## config.mk

```make
export PLATFORM = sky130hd
export DESIGN_NAME = bank_cycle_sequencer
export DESIGN_NICKNAME = d
export VERILOG_FILES = /design/src/rtl/bank_cycle_sequencer.sv
export SDC_FILE = /design/constraint.sdc
export NUM_CORES = 1
export LEC_CHECK = 0
export ABC_AREA = 1
export BUFFER_PORTS_ARGS = -buffer_cell sky130_fd_sc_hd__buf_2
export CELL_PAD_IN_SITES_DETAIL_PLACEMENT = 1
export CELL_PAD_IN_SITES_GLOBAL_PLACEMENT = 1
export CORE_AREA = 5 5 65 67
export CTS_CLUSTER_DIAMETER = 80
export DETAILED_ROUTE_END_ITERATION = 8
export DIE_AREA = 0 0 70 72
export PLACE_DENSITY = 0.75
export REMOVE_ABC_BUFFERS = 1
export SKIP_LAST_GASP = 1
export SYNTH_ARGS = -nofsm -noshare
export SYNTH_HDL_FRONTEND = slang
export SYNTH_SLANG_ARGS = --single-unit
```

## constraint.sdc

```tcl
create_clock -name clock -period 0.94 [get_ports clock]
set_input_delay 0.141 -clock clock [delete_from_list [all_inputs] [get_ports clock]]
set_output_delay 0.141 -clock clock [all_outputs]
set_load 0.01 [all_outputs]
```

## src/rtl/bank_cycle_sequencer.sv

```systemverilog
// 6509 bank selector: holds the execution/indirect bank registers and picks the bank driven on
// each bus cycle, applying the indirect bank on (zp),Y effective-address cycles. Option: CMOS_RDY_EN.
module bank_cycle_sequencer #(
  parameter int unsigned               BANK_WIDTH = 4,
  parameter logic [BANK_WIDTH-1:0]     RESET_BANK = 4'hF
) (
  input  logic                  clock,
  input  logic                  _reset,
  input  logic                  r_w,
  input  logic                  rdy,
  input  logic                  sync,
  input  logic [15:0]           address_cpu,
  input  logic [7:0]            data_in,
  output logic [7:0]            data_out,
  output logic                  data_oe,
  output logic [BANK_WIDTH-1:0] address_bank,
  output logic                  sel_indirect,
  output logic [BANK_WIDTH-1:0] exec_bank,
  output logic [BANK_WIDTH-1:0] ind_bank
);

  typedef enum logic [2:0] {
    StIdle,
    StOpr,
    StPtrL,
    StPtrH,
    StEa1,
    StEa2
  } state_e;

  localparam logic [7:0] OpLdaIndY = 8'hB1;
  localparam logic [7:0] OpStaIndY = 8'h91;

  state_e                state_q, state_d;
  logic [BANK_WIDTH-1:0] exec_bank_q, exec_bank_d;
  logic [BANK_WIDTH-1:0] ind_bank_q, ind_bank_d;

  logic ce;
  logic adv;
  logic opc_hit;

  assign ce      = (address_cpu[15:1] == 15'd0);
  assign opc_hit = (data_in == OpLdaIndY) || (data_in == OpStaIndY);

`ifdef CMOS_RDY_EN
  // 65C02: RDY stalls every cycle, writes included.
  assign adv = rdy;
`else
  // NMOS: RDY is ignored on write cycles.
  assign adv = rdy | ~r_w;
`endif

  always_comb begin
    exec_bank_d = exec_bank_q;
    ind_bank_d  = ind_bank_q;
    // Register writes are deliberately not gated by rdy.
    if (ce && !r_w) begin
      if (address_cpu[0]) begin
        ind_bank_d = data_in[BANK_WIDTH-1:0];
      end else begin
        exec_bank_d = data_in[BANK_WIDTH-1:0];
      end
    end
  end

  always_comb begin
    state_d = state_q;
    if (adv) begin
      unique case (state_q)
        StIdle:  if (sync && opc_hit) state_d = StOpr;
        StOpr:   state_d = StPtrL;
        StPtrL:  state_d = StPtrH;
        StPtrH:  state_d = StEa1;
        StEa1:   state_d = StEa2;
        // A sync here is the next opcode fetch (LDA without page cross); decode it now.
        StEa2:   state_d = (sync && opc_hit) ? StOpr : StIdle;
        default: state_d = StIdle;
      endcase
    end
  end

  always_ff @(posedge clock or negedge _reset) begin
    if (!_reset) begin
      state_q     <= StIdle;
      exec_bank_q <= RESET_BANK;
      ind_bank_q  <= RESET_BANK;
    end else begin
      state_q     <= state_d;
      exec_bank_q <= exec_bank_d;
      ind_bank_q  <= ind_bank_d;
    end
  end

  always_comb begin
    sel_indirect = (state_q == StEa1) || ((state_q == StEa2) && !sync);
    data_oe      = ce & r_w;
    data_out     = 8'h00;
    if (data_oe) begin
      data_out = {{(8 - BANK_WIDTH){1'b0}}, (address_cpu[0] ? ind_bank_q : exec_bank_q)};
    end
    // Bank registers must be readable whatever bank the CPU is running from.
    if (ce && r_w) begin
      address_bank = RESET_BANK;
    end else if (sel_indirect) begin
      address_bank = ind_bank_q;
    end else begin
      address_bank = exec_bank_q;
    end
  end

  assign exec_bank = exec_bank_q;
  assign ind_bank  = ind_bank_q;

endmodule

```

==> Yosys cells after proc, flatten, opt, wreduce, memory -nomap -nowiden <==
Cells that the tools add are included.
{ "classes": {"bitwise": 4, "mux": 7, "n_eq_ne": 8, "reduce_logical": 13} }
{ "op_table": {"columns": ["cell", "count"], "rows": [
  ["$pmux W3 S6", 1],
  ["$eq A8 B8 Y1 const B", 2],
  ["$mux W4", 4],
  ["$logic_not A15 Y1", 1],
  ["$eq A3 B2 Y1 const B", 2],
  ["$eq A3 B3 Y1 const B", 2],
  ["$reduce_and A2 Y1", 3],
  ["$logic_and A1 B1 Y1", 4],
  ["$eq A3 B1 Y1 const B", 1],
  ["$logic_not A3 Y1", 1],
  ["$mux W3", 1],
  ["$logic_not A1 Y1", 2],
  ["$logic_or A1 B1 Y1", 2],
  ["$ne A2 B2 Y1 const B", 1],
  ["$not A1 Y1", 2],
  ["$and A1 B1 Y1", 1],
  ["$mux W1", 1],
  ["$or A1 B1 Y1", 1]
]} }
{ "word_totals": {"ff_bits": 11, "in_bits": 29, "word_cells": 35} }

==> Logic depth before layout (Yosys ltp) <==
{ "depth": {"ltp_word": 5, "ltp_mapped": 8, "ltp_nobuf": 8} }

==> Worst setup path after synthesis <==
OpenSTA, ideal clock, no wires.
{ "synth_timing": {"kind": "reg2out", "startpoint": "register state_q[1]", "endpoint": "output port address_bank[0]", "t_arrival_ps": 968, "n_path_buf": 0, "slack_ps": -169, "path_stages_with_launch": 6, "cell_sequence": "dfrtp_1 inv_1 nand3_1 inv_1 nand2_1 nand3_1"} }
{ "synth_between": {"elab_chain_cells": 5, "elab_cells_between_ends": 6, "cone_classes": "2 x eq/ne; 2 x mux; 2 x reduce/logical"} }
{ "synth_lines": {"columns": ["item", "line", "source"], "rows": [
  ["from (decl)", "34", "state_e state_q, state_d;"],
  ["from (signal assigned)", "84", "state_q <= StIdle;"],
  ["from (signal assigned)", "88", "state_q <= state_d;"],
  ["$eq A3 B3 Y1", "95", "sel_indirect = (state_q == StEa1) || ((state_q == StEa2) && !sync);"],
  ["$logic_and A1 B1 Y1", "95", null],
  ["$logic_or A1 B1 Y1 *", "95", null],
  ["named net sel_indirect", "17", "output logic sel_indirect,"],
  ["$mux W4 *", "104", "end else if (sel_indirect) begin"],
  ["$mux W4 *", "102", "if (ce && r_w) begin"],
  ["to (decl)", "16", "output logic [BANK_WIDTH-1:0] address_bank,"]
]} }
The timed path passes the listed nets; every way through them passes the cells marked *.

==> Worst setup path in the final report <==
{ "layout_timing": {"startpoint": "register ind_bank_q[0] (netlist: ind_bank[0])", "endpoint": "output port data_out[0]"} }
{ "layout_between": {"elab_chain_cells": 2} }
{ "layout_lines": {"columns": ["item", "line", "source"], "rows": [
  ["from (decl)", "36", "logic [BANK_WIDTH-1:0] ind_bank_q, ind_bank_d;"],
  ["from (signal assigned)", "90", "ind_bank_q <= ind_bank_d;"],
  ["$mux W4", "99", "data_out = {{(8 - BANK_WIDTH){1'b0}}, (address_cpu[0] ? ind_bank_q : exec_bank_q)};"],
  ["$mux W4", "98", "if (data_oe) begin"],
  ["to (decl)", "14", "output logic [7:0] data_out,"]
]} }
No other way between the ends.

==> results.py <==
metrics = {
    "clock_network": {
        "numCtsBuffers": 3,
        "htreeDepth": 1,
        "cts.sinks": 11,
        "clock_path_buffers": 2,
        "insertion_delay_ns": 0.27,
        "root_buffer": "clkbuf_4",
        "tritoncts": "done",
        "clk_pin_slew_worst_paths_ns": 0.07,
    },
    "power_and_ir_drop": {
        "vdd_drop_max_v": 0.000531,
        "power_density_nw_per_um2": 1270,
        "total_leakage_power_nw": 0.883,
    },
    "sta": {
        "max_freq_mhz": 654,
        "setup_viol": 29,
        "period_needed_ns": 1.53,
        "slew_viol_final": 0,
        "holdWs_ns": 0.167,
        "hold_viol_final": 0,
        "finalCritPeriodShare_pct": 163,
        "finalSetupTns_ns": -7.11,
        "rsz0062_at_grt": "true",
        "fin_worst_skew_ns": 0.00812,
        "worst_slack_ns": -0.590,
    },
    "finish": {
        "layout-drive-gt1-share_pct": 61.7,
        "areaGrowthSynthToFinish_pct": 106,
        "layout_commonest_cell": "nand2_1",
        "antenna_cells": 0,
        "finalInstanceArea_um2": 1690,
        "mostFrequentLayoutCells": "nand2_1, buf_6, buf_2, buf_4",
        "layout.nets": 239,
    },
    "worst_setup_path": {
        "crit_fanout": 3,
        "required_ns": 0.80,
        "cp.arrival_ns": 1.39,
        "crit_path_end_kind": "output port",
        "critPathKind": "register to output port",
        "setup.worst_path.start_class": "register",
    },
    "floorplan": {
        "die_w_um": 70,
        "die_h_um": 72,
        "initial_core_util_pct": 22.9,
        "core_um2": 3580,
        "dieArea_um2": 5040,
        "rows": 22,
        "ioPinCount": 51,
    },
    "synthesis": {
        "synthXorXnorAreaFrac_pct": 0,
        "synth_fa_ha_area_share_pct": 0,
        "syn_area_um2": 821,
        "synth-compound-area-share_pct": 4.88,
        "yosys.area_share.simple_pct": 50.2,
        "synth_seq_cells": 11,
        "synth_cell_type_count": 18,
        "yosys-mux-area-fraction_pct": 0,
        "synth_top_family_by_area": "simple AND/OR/NAND/NOR gates",
        "ys_seq_area_share_pct": 34.8,
        "syn_inst": 128,
        "synth_warnings": 0,
        "syn_area_per_cell_um2": 6.41,
    },
    "drt": {
        "routed_wl_mm": 4.48,
        "vias": 1183,
        "first_pass_iters": 4,
        "ant_nets": 0,
        "wl_per_cell_um": 17.4,
        "drtIter0Drc": 105,
        "drc_errors": 0,
        "vias_per_cell": 4.60,
    },
    "min_path": {
        "hold_class": "primary input to register",
    },
    "global_routing": {
        "grt_max_degree": 12,
        "grt_pass1_wl_mm": 5.40,
        "grt_antenna_before_repair": 0,
        "grt_pass1_vias": 1189,
        "overflow": 0,
        "track_usage_pct": 13.2,
    },
    "flow_run": {
        "cap_violations": 0,
    },
    "run_status": {
        "violations": "negative setup slack",
        "status": "finished with violations",
    },
    "place": {
        "gp_congestion": 0.774,
        "place_area_um2": 1240,
        "dp_hpwl_mm": 2.34,
        "io_buffers": 45,
    },
}
[logic make-up after synthesis]
logic type	count (synthesis)
AND/OR/NAND/NOR	91
AO/OA/AOI/OAI	8
other	1
flip-flops	11
buffers and inverters	17
[path summary, 6_finish.rpt]
kind	end	slack [ns]	cells past startpoint	start
max in group asynchronous	ind_bank[3]	0.37	2	_reset
worst max register to register	state_q[2]	-0.21	7	state_q[0]
worst min register to register	ind_bank[1]	0.53	2	ind_bank[1]
min in group asynchronous	state_q[2]	0.29	2	_reset
worst max-delay path	data_out[0]	-0.59	3	ind_bank[0]
worst min-delay path	state_q[0]	0.17	4	rdy
[routing by layer]
metal	vias to the layer above	global-route usage, %	wire length (um)
met5	-	0	0
met4	0	4.89	104
met3	8	0.970	157
met2	38	27.7	2580
met1	577	13.3	1640
li1	560	-	-
[where the power goes]
group | leakage (nW) | internal, mW | switching (mW)
registers | 0.121 | 0.539 | 0.0533
logic | 0.747 | 0.577 | 0.646
clock network | 0.0150 | 0.164 | 0.169
total | 0.883 | 1.28 | 0.868
[through the flow]
step / std cells / power, mW / setup WS, ns / utilization [%]
detailed placement: 240 / 1.35 / -0.315 / 34.7
finish: 257 / 2.15 / -0.590 / 47.2
CTS: 249 / 1.94 / -0.388 / 41.2
floorplan: 126 / 0.970 / -0.169 / -
global route: 257 / 2.28 / -0.665 / 47.2
global placement: 240 / 1.33 / -0.264 / 34.7
[what timing repair did]
| item | CTS | global route |
|---|---|---|
| endpoints found under the setup margin | 22 | 29 |
| pin swaps | 16 | 23 |
| setup buffers | 4 | 12 |
| gates resized for setup | 40 | 37 |
| endpoints found under the hold margin | 11 | 0 |
| cloned | 1 | 0 |
| hold buffers | 1 | 0 |
[registers in the layout, indices dropped and copies added (netlist names)]
name,flops
exec_bank,4
ind_bank,4
state_q,3
[area by class of cell]
type / instances / area, um2
clock buffer: 4 / 26.3
fill: 437 / 1890
timing repair buffer: 78 / 651
inverter: 12 / 47.5
multi-input combinational: 104 / 621
sequential: 11 / 285
tap: 48 / 60.1
[critical path, cell delays in order, from the launching register on]
cell     delay, ns
dfstp_2       0.58
nand2_1       0.11
a21oi_1       0.25
buf_2         0.18
[synth_stat cells]
cell type / number / area share, %
dfstp_2: 8 / 26
o21ai_1: 1 / 0.61
nand4_1: 2 / 1.5
nand3_1: 16 / 9.8
buf_4: 4 / 3.7
nor2_8: 1 / 2.4
o21ai_0: 2 / 1.2
buf_2: 1 / 0.61
nand3_2: 1 / 1.2
inv_1: 9 / 4.1
nor2_4: 2 / 2.7
nand2_4: 1 / 1.4
conb_1: 1 / 0.46
nand2_1: 54 / 25
nor2_1: 14 / 6.4
a21oi_1: 5 / 3.0
dfrtp_1: 3 / 9.1
inv_2: 3 / 1.4
Power figures use the tool's default switching activity.
